### src/rtl/sram_bus_arbiter_if.sv
// sram_bus_arbiter_if: the inst/data requester ports and the bridge port
// that sram_bus_arbiter connects to.
// The signal names match the original flat port list of the arbiter.
// slave  : the arbiter's view. It takes requests and drives the bridge.
// master : the environment's view. This is the pipeline stages plus the bridge.
interface sram_bus_arbiter_if;
  // fetch-stage requester
  logic        inst_req;
  logic        inst_wr;
  logic [1:0]  inst_size;
  logic [3:0]  inst_wstrb;
  logic [31:0] inst_addr;
  logic [31:0] inst_wdata;
  logic        inst_addr_ok;
  logic        inst_data_ok;
  logic [31:0] inst_rdata;

  // EXE-stage data requester
  logic        data_req;
  logic        data_wr;
  logic [1:0]  data_size;
  logic [3:0]  data_wstrb;
  logic [31:0] data_addr;
  logic [31:0] data_wdata;
  logic        data_addr_ok;
  logic        data_data_ok;
  logic [31:0] data_rdata;

  // shared port towards the sram-to-AXI bridge
  logic        bus_req;
  logic        bus_wr;
  logic [1:0]  bus_size;
  logic [3:0]  bus_wstrb;
  logic [31:0] bus_addr;
  logic [31:0] bus_wdata;
  logic        bus_addr_ok;
  logic        bus_data_ok;
  logic [31:0] bus_rdata;

  modport slave (
    input  inst_req, inst_wr, inst_size, inst_wstrb, inst_addr, inst_wdata,
    output inst_addr_ok, inst_data_ok, inst_rdata,
    input  data_req, data_wr, data_size, data_wstrb, data_addr, data_wdata,
    output data_addr_ok, data_data_ok, data_rdata,
    output bus_req, bus_wr, bus_size, bus_wstrb, bus_addr, bus_wdata,
    input  bus_addr_ok, bus_data_ok, bus_rdata
  );

  modport master (
    output inst_req, inst_wr, inst_size, inst_wstrb, inst_addr, inst_wdata,
    input  inst_addr_ok, inst_data_ok, inst_rdata,
    output data_req, data_wr, data_size, data_wstrb, data_addr, data_wdata,
    input  data_addr_ok, data_data_ok, data_rdata,
    input  bus_req, bus_wr, bus_size, bus_wstrb, bus_addr, bus_wdata,
    output bus_addr_ok, bus_data_ok, bus_rdata
  );
endinterface

### src/rtl/sram_bus_arbiter.sv
// sram_bus_arbiter: shares one sram-like port between the fetch requester
// and the EXE data requester.
// At most one address handshake is granted per cycle. Each accepted
// request's owner (0=inst, 1=data) goes into an in-order tag FIFO, and the
// FIFO routes each returning data_ok/rdata back to the owner.
// The IDLE state grants combinationally. If the bridge stalls, the arbiter
// enters LOCK and holds the granted request stable until it is accepted.
// Optional macro ARB_ROUND_ROBIN_EN: when it is defined, a contested grant
// uses round-robin arbitration. When it is undefined, data has fixed
// priority over inst.
module sram_bus_arbiter #(
  parameter int unsigned OUTSTANDING = 4,
  parameter int unsigned CNT_W       = 3
) (
  input  logic                  clk,
  input  logic                  resetn,
  sram_bus_arbiter_if.slave     bus_if,
  output logic [CNT_W-1:0]      outstanding
);

  localparam int unsigned PTR_W = (OUTSTANDING > 1) ? $clog2(OUTSTANDING) : 1;

  typedef enum logic {
    ST_IDLE,
    ST_LOCK
  } state_t;

  state_t                 r_state;
  logic                   r_grant;
  logic [PTR_W-1:0]       r_head;
  logic [PTR_W-1:0]       r_tail;
  logic [CNT_W-1:0]       r_count;
  logic [OUTSTANDING-1:0] r_tags;

  logic w_full;
  logic w_empty;
  logic w_winner;
  logic w_sel;
  logic w_bus_req;
  logic w_push;
  logic w_pop;
  logic w_head_tag;

  assign w_full     = (r_count == CNT_W'(OUTSTANDING));
  assign w_empty    = (r_count == '0);
  assign w_head_tag = r_tags[r_head];

`ifdef ARB_ROUND_ROBIN_EN
  logic r_rr_last;

  // Contested grant goes to the requester that did not win last time.
  always_comb begin
    w_winner = bus_if.data_req;
    if (bus_if.inst_req && bus_if.data_req) begin
      w_winner = ~r_rr_last;
    end
  end

  // Remember the owner of the most recently accepted request.
  always_ff @(posedge clk or negedge resetn) begin
    if (!resetn) begin
      r_rr_last <= 1'b0;
    end else if (w_push) begin
      r_rr_last <= w_sel;
    end
  end
`else
  // Fixed priority: data wins whenever it is requesting.
  assign w_winner = bus_if.data_req;
`endif

  // Select the granted master and decide whether a request goes to the bridge.
  always_comb begin
    w_sel     = w_winner;
    w_bus_req = 1'b0;
    case (r_state)
      ST_IDLE: begin
        w_bus_req = !w_full && (bus_if.inst_req || bus_if.data_req);
      end
      ST_LOCK: begin
        w_sel     = r_grant;
        w_bus_req = r_grant ? bus_if.data_req : bus_if.inst_req;
      end
      default: begin
        w_bus_req = 1'b0;
      end
    endcase
    // During reset the request path is quiet, even with requesters active.
    if (!resetn) begin
      w_bus_req = 1'b0;
    end
  end

  assign w_push = w_bus_req && bus_if.bus_addr_ok;
  assign w_pop  = bus_if.bus_data_ok && !w_empty;

  assign bus_if.bus_req   = w_bus_req;
  assign bus_if.bus_wr    = w_sel ? bus_if.data_wr    : bus_if.inst_wr;
  assign bus_if.bus_size  = w_sel ? bus_if.data_size  : bus_if.inst_size;
  assign bus_if.bus_wstrb = w_sel ? bus_if.data_wstrb : bus_if.inst_wstrb;
  assign bus_if.bus_addr  = w_sel ? bus_if.data_addr  : bus_if.inst_addr;
  assign bus_if.bus_wdata = w_sel ? bus_if.data_wdata : bus_if.inst_wdata;

  assign bus_if.inst_addr_ok = w_push && !w_sel;
  assign bus_if.data_addr_ok = w_push &&  w_sel;

  // A response with no outstanding tag is dropped, so it gives no pulse.
  assign bus_if.inst_data_ok = w_pop && !w_head_tag;
  assign bus_if.data_data_ok = w_pop &&  w_head_tag;
  assign bus_if.inst_rdata   = bus_if.bus_rdata;
  assign bus_if.data_rdata   = bus_if.bus_rdata;

  assign outstanding = r_count;

  // Grant FSM: IDLE grants combinationally; LOCK holds a stalled grant.
  always_ff @(posedge clk or negedge resetn) begin
    if (!resetn) begin
      r_state <= ST_IDLE;
      r_grant <= 1'b0;
    end else begin
      case (r_state)
        ST_IDLE: begin
          if (w_bus_req && !bus_if.bus_addr_ok) begin
            r_grant <= w_sel;
            r_state <= ST_LOCK;
          end
        end
        ST_LOCK: begin
          // Leave LOCK on acceptance, or when the locked master drops its request.
          if (!w_bus_req || bus_if.bus_addr_ok) begin
            r_state <= ST_IDLE;
          end
        end
        default: begin
          r_state <= ST_IDLE;
        end
      endcase
    end
  end

  // Tag FIFO: push the owner on accept, pop on each bridge response.
  always_ff @(posedge clk or negedge resetn) begin
    if (!resetn) begin
      r_tags  <= '0;
      r_head  <= '0;
      r_tail  <= '0;
      r_count <= '0;
    end else begin
      if (w_push) begin
        r_tags[r_tail] <= w_sel;
        r_tail         <= r_tail + 1'b1;
      end
      if (w_pop) begin
        r_head <= r_head + 1'b1;
      end
      case ({w_push, w_pop})
        2'b10:   r_count <= r_count + 1'b1;
        2'b01:   r_count <= r_count - 1'b1;
        default: r_count <= r_count;
      endcase
    end
  end

endmodule

### src/flat_wrapper.sv
// flat-port wrapper written by rule: the top's interface ports become plain ports
module sram_bus_arbiter_flat 
#(
  parameter int unsigned OUTSTANDING = 4,
  parameter int unsigned CNT_W       = 3
)
  (clk, resetn, outstanding, bus_if_inst_req, bus_if_inst_wr, bus_if_inst_size, bus_if_inst_wstrb, bus_if_inst_addr, bus_if_inst_wdata, bus_if_inst_addr_ok, bus_if_inst_data_ok, bus_if_inst_rdata, bus_if_data_req, bus_if_data_wr, bus_if_data_size, bus_if_data_wstrb, bus_if_data_addr, bus_if_data_wdata, bus_if_data_addr_ok, bus_if_data_data_ok, bus_if_data_rdata, bus_if_bus_req, bus_if_bus_wr, bus_if_bus_size, bus_if_bus_wstrb, bus_if_bus_addr, bus_if_bus_wdata, bus_if_bus_addr_ok, bus_if_bus_data_ok, bus_if_bus_rdata);
  sram_bus_arbiter_if bus_if_i ();
  input  logic clk;
  input  logic resetn;
  output logic [CNT_W-1:0] outstanding;
  input wire logic [$bits(bus_if_i.inst_req)-1:0] bus_if_inst_req;
  input wire logic [$bits(bus_if_i.inst_wr)-1:0] bus_if_inst_wr;
  input wire logic [$bits(bus_if_i.inst_size)-1:0] bus_if_inst_size;
  input wire logic [$bits(bus_if_i.inst_wstrb)-1:0] bus_if_inst_wstrb;
  input wire logic [$bits(bus_if_i.inst_addr)-1:0] bus_if_inst_addr;
  input wire logic [$bits(bus_if_i.inst_wdata)-1:0] bus_if_inst_wdata;
  output wire logic [$bits(bus_if_i.inst_addr_ok)-1:0] bus_if_inst_addr_ok;
  output wire logic [$bits(bus_if_i.inst_data_ok)-1:0] bus_if_inst_data_ok;
  output wire logic [$bits(bus_if_i.inst_rdata)-1:0] bus_if_inst_rdata;
  input wire logic [$bits(bus_if_i.data_req)-1:0] bus_if_data_req;
  input wire logic [$bits(bus_if_i.data_wr)-1:0] bus_if_data_wr;
  input wire logic [$bits(bus_if_i.data_size)-1:0] bus_if_data_size;
  input wire logic [$bits(bus_if_i.data_wstrb)-1:0] bus_if_data_wstrb;
  input wire logic [$bits(bus_if_i.data_addr)-1:0] bus_if_data_addr;
  input wire logic [$bits(bus_if_i.data_wdata)-1:0] bus_if_data_wdata;
  output wire logic [$bits(bus_if_i.data_addr_ok)-1:0] bus_if_data_addr_ok;
  output wire logic [$bits(bus_if_i.data_data_ok)-1:0] bus_if_data_data_ok;
  output wire logic [$bits(bus_if_i.data_rdata)-1:0] bus_if_data_rdata;
  output wire logic [$bits(bus_if_i.bus_req)-1:0] bus_if_bus_req;
  output wire logic [$bits(bus_if_i.bus_wr)-1:0] bus_if_bus_wr;
  output wire logic [$bits(bus_if_i.bus_size)-1:0] bus_if_bus_size;
  output wire logic [$bits(bus_if_i.bus_wstrb)-1:0] bus_if_bus_wstrb;
  output wire logic [$bits(bus_if_i.bus_addr)-1:0] bus_if_bus_addr;
  output wire logic [$bits(bus_if_i.bus_wdata)-1:0] bus_if_bus_wdata;
  input wire logic [$bits(bus_if_i.bus_addr_ok)-1:0] bus_if_bus_addr_ok;
  input wire logic [$bits(bus_if_i.bus_data_ok)-1:0] bus_if_bus_data_ok;
  input wire logic [$bits(bus_if_i.bus_rdata)-1:0] bus_if_bus_rdata;
  assign bus_if_i.inst_req = bus_if_inst_req;
  assign bus_if_i.inst_wr = bus_if_inst_wr;
  assign bus_if_i.inst_size = bus_if_inst_size;
  assign bus_if_i.inst_wstrb = bus_if_inst_wstrb;
  assign bus_if_i.inst_addr = bus_if_inst_addr;
  assign bus_if_i.inst_wdata = bus_if_inst_wdata;
  assign bus_if_inst_addr_ok = bus_if_i.inst_addr_ok;
  assign bus_if_inst_data_ok = bus_if_i.inst_data_ok;
  assign bus_if_inst_rdata = bus_if_i.inst_rdata;
  assign bus_if_i.data_req = bus_if_data_req;
  assign bus_if_i.data_wr = bus_if_data_wr;
  assign bus_if_i.data_size = bus_if_data_size;
  assign bus_if_i.data_wstrb = bus_if_data_wstrb;
  assign bus_if_i.data_addr = bus_if_data_addr;
  assign bus_if_i.data_wdata = bus_if_data_wdata;
  assign bus_if_data_addr_ok = bus_if_i.data_addr_ok;
  assign bus_if_data_data_ok = bus_if_i.data_data_ok;
  assign bus_if_data_rdata = bus_if_i.data_rdata;
  assign bus_if_bus_req = bus_if_i.bus_req;
  assign bus_if_bus_wr = bus_if_i.bus_wr;
  assign bus_if_bus_size = bus_if_i.bus_size;
  assign bus_if_bus_wstrb = bus_if_i.bus_wstrb;
  assign bus_if_bus_addr = bus_if_i.bus_addr;
  assign bus_if_bus_wdata = bus_if_i.bus_wdata;
  assign bus_if_i.bus_addr_ok = bus_if_bus_addr_ok;
  assign bus_if_i.bus_data_ok = bus_if_bus_data_ok;
  assign bus_if_i.bus_rdata = bus_if_bus_rdata;
  sram_bus_arbiter #(.OUTSTANDING(OUTSTANDING), .CNT_W(CNT_W)) u_core (.clk(clk), .resetn(resetn), .bus_if(bus_if_i), .outstanding(outstanding));
endmodule
### config.mk
export PLATFORM = sky130hd
export DESIGN_NAME = sram_bus_arbiter_flat
export DESIGN_NICKNAME = d
export VERILOG_FILES = /design/src/rtl/sram_bus_arbiter_if.sv /design/src/rtl/sram_bus_arbiter.sv /design/src/flat_wrapper.sv
export SDC_FILE = /design/constraint.sdc
export NUM_CORES = 1
export LEC_CHECK = 0
export CAP_MARGIN = 20
export CORE_AREA = 2 2 124 126
export DETAILED_ROUTE_END_ITERATION = 7
export DIE_AREA = 0 0 126 128
export PLACE_DENSITY = 0.58
export SYNTH_ARGS = -nofsm -noshare
export SYNTH_HDL_FRONTEND = slang
export SYNTH_SLANG_ARGS = --single-unit
export TNS_END_PERCENT = 1
### constraint.sdc
create_clock -name clk -period 2.3 [get_ports clk]
set_clock_uncertainty 0.2 [all_clocks]
set_input_delay 0.23 -clock clk [delete_from_list [all_inputs] [get_ports clk]]
set_output_delay 0.23 -clock clk [all_outputs]
set_load 0.02 [all_outputs]
==> results.md <==
- Status: finished, final reports clean
- Clock Power Share: 12.7%
- Sw power: 0.001090 W
- Multi-input gate area: about 1200 µm²
- Synthesized Nets: 540
- Cell variety after synth: 26
- Max-slew violation count: 0
- Final net count: 708
- Crit path launch type: flip-flop
- Inserted Diodes: 0
- First-pass GRT wire length: 13660 µm
- Ranking of synthesized cells by area: nand2_1, buf_4, dfrtp_1
- Part of the power in combinational logic: 69.7%
- RSZ-0062 raised after global routing: yes
- Synth top area share: between 30% and 40%
- Sw Ratio: a little over two fifths
- Worst Path Arrival: 2.24 ns
- Hold Path Class: in2async
- FMAX: 437.8 MHz
- Least-Margin Pin Slew: about 0.26 ns
- Post-DP HPWL: 7918 µm
- Max IR drop VDD: 328.4 µV
- Worst Setup SP: u_core.r_state
- R2R cell count: 8
- Int Power: 0.001459 W
- Row Count: 45
- Crit path kind: reg2reg
- Final Routed Wirelength: about 9600 µm
- Initial antenna violation count: 0
- Vias/cell: 3.714
- DR WL/cell: 13.57 µm
- CP max stage delay: 0.48 ns
- Worst-path maximum fanout: 5
- Clk slew on worst S/H paths: 0.05 ns
- Tot Pwr: 0.002549 W
- Fraction of layout cells with a size suffix above 1: 8.253%
- Die ar.: 16130 µm²
- Critical-path cell list: o41a_4 -> nand3_4 -> ha_4 -> inv_1 -> fa_1 -> xor2_1 -> nor2_1 -> xnor2_1
- Req. time, crit path: 2.26 ns
- Initial Util: 14.29%
- Clock Sinks: 13
- Reg-to-reg setup timing slack: 0.02 ns
- Total gr overflow: 0
- Final Hold Vio Count: 0
- # setup viols final: 0
- Storage element area: between 300 and 400 µm²
- Antenna viol nets, final: 0
- Critical Path End: u_core.outstanding[2]
- Mapped Area: 2125 µm²
- Clk buf depth: 2
- Clock root cell: clkbuf_16
- Final core utilization: 28.62%
- Sequential power share: approximately 18%
- Fill cell count: 1664
- CTS Buf Count: 3
- Fin crit period: about 2.3 ns
- CP max stage cell: o41a_4
- Crit. End Element: flip-flop
- I/O Buffers: between 200 and 250
- DR vias: roughly 2.6k
- Fin cells: 709
- DR pass1 iterations: 4
- Htree depth: 1
- Largest net degree at the start of global routing: 43
- P_leak: ~2.1 nW
- Power Density: 599.3 nW/µm²
- Register bit total from synthesis: 13
- RR Startpoint: u_core.r_state
- Core Region: between 10000 and 15000 µm²
- Worst-Skew Late Latency: 0.24 ns
- Die Ht: 128 µm
- Max-cap violation count: 0
- Die Width: 126 µm
- Sequential fraction of the synthesis area: 15.31%
- Inst Count DP: 703
- Relative slew margins: 82.44%
- CTS tree: done
- DR iter-0 viols: approximately 120
- I/O pins: 323
- Crit Reg-Reg Endpoint: u_core.outstanding[2]
- YS warnings: 0
- Vias in the first global route: 2508
- Syn avg cell area: around 6 µm²
- Post-route DRC: 0
- Period utilisation layout: around 100%
- Gr usage total: 10.47%
- Leading area contributor after synthesis: nand2_1
- Area Overhead vs Synth: 100.2%
- Post-synthesis cell count: 354
- Routability Congestion: 0.7203
==> timing repair <==
| item | 4_1_cts | 5_1_grt |
|---|---|---|
| pin swaps | 0 | 0 |
| buffers inserted | 0 | 1 |
| cloned | 0 | 1 |
| resized for setup | 77 | 42 |
| endpoints found under the hold margin | 0 | 0 |
| hold buffers | 0 | 0 |
| setup endpoints to repair | 77 | 3 |
==> cells in the final DEF (no fill, tap or decap), drive strengths merged <==
cell / netlist / final
dfrtp: 13 / 13
clkdlybuf4s50: 0 / 149
dlymetal6s2s: 0 / 2
a32o: 1 / 1
and2: 2 / 2
ha: 5 / 5
nand2: 214 / 214
dlygate4sd2: 0 / 45
a21oi: 1 / 1
buf: 75 / 15
mux2i: 3 / 3
clkdlybuf4s15: 0 / 20
nor2: 6 / 6
o41a: 1 / 1
inv: 7 / 7
nand4: 4 / 4
mux4: 1 / 1
nand3: 2 / 2
nor2b: 1 / 1
fa: 1 / 1
o31ai: 1 / 1
mux2: 6 / 6
xnor2: 5 / 5
clkbuf: 4 / 15
xor2: 1 / 1
==> through the flow <==
stage	hold WS [ns]	setup TNS (ns)	area, µm²	worst slack (ns)
floorplan	-0.2656	0	2141	0.009012
global placement	0.2602	-12.78	4239	-0.1944
detailed placement	0.2602	-13.97	4239	-0.2194
CTS	0.1995	-0.3018	4229	-0.1488
global route	0.2049	-0.1237	4254	-0.08435
finish	0.1883	0	4254	0.01585
==> synth_stat cells, drive strengths merged <==
cell type / number
nand2: 214
xor2: 1
inv: 7
ha: 5
nand3: 2
and2: 2
nand4: 4
mux2i: 3
a21oi: 1
clkbuf: 4
fa: 1
xnor2: 5
buf: 75
nor2: 6
dfrtp: 13
mux2: 6
a32o: 1
o41a: 1
nor2b: 1
o31ai: 1
mux4: 1
==> layout make-up <==
| cell class | count | area share (%) |
|---|---|---|
| Clock buffer | 4 | 1.853 |
| Multi-Input combinational cell | 255 | 29.03 |
| Tap cell | 188 | 5.529 |
| Inverter | 7 | 0.6176 |
| Sequential cell | 13 | 7.765 |
| Timing Repair Buffer | 242 | 55.21 |
==> routing by layer <==
layer	track usage, %	part of all wire [%]
met5	0	0
met4	3.814	3.1
met3	3.673	10
met2	17.84	49
met1	12.15	38
==> power by group through the flow <==
stage	clock (W)	combinational, W	sequential [W]
finish	0.000324	0.00178	0.000448
global route	0.000342	0.00193	0.000465
CTS	0.000327	0.00178	0.000450
detailed placement	0	0.00193	0.000451
global placement	0	0.00192	0.000449
floorplan	0	0.00109	0.000468
==> cell families after synthesis <==
group | after synthesis | share of synthesized area (%)
compound gates | 4 | 2.592
xor+xnor | 6 | 2.473
fa+ha+maj | 6 | 3.887
buf+inv | 86 | 27.74
flops | 13 | 15.31
mux | 10 | 6.006
simple gates | 229 | 41.99
==> worst max-delay path, delay by kind of cell, from the launching register on <==
family,cells,cell delay [ns]
xor+xnor,2,0.27
flops,1,0.46
compound gates,1,0.48
fa+ha+maj,2,0.50
simple gates,2,0.24
buf+inv,1,0.04
==> worst min path at each step <==
stage / to
2_1_floorplan: u_core.outstanding[0]
3_3_place_gp: bus_if_data_rdata[12]
3_5_place_dp: bus_if_data_rdata[12]
4_1_cts: u_core.r_head[0]
5_1_grt: u_core.r_head[0]
6_report: u_core.r_head[0]
==> sequential cells by signal, indices dropped and copies added, names as in the netlist <==
name	count
u_core.outstanding	3
u_core.r_grant	1
u_core.r_head	2
u_core.r_state	1
u_core.r_tags	4
u_core.r_tail	2
No activity file was read; power rests on OpenSTA's default activity.
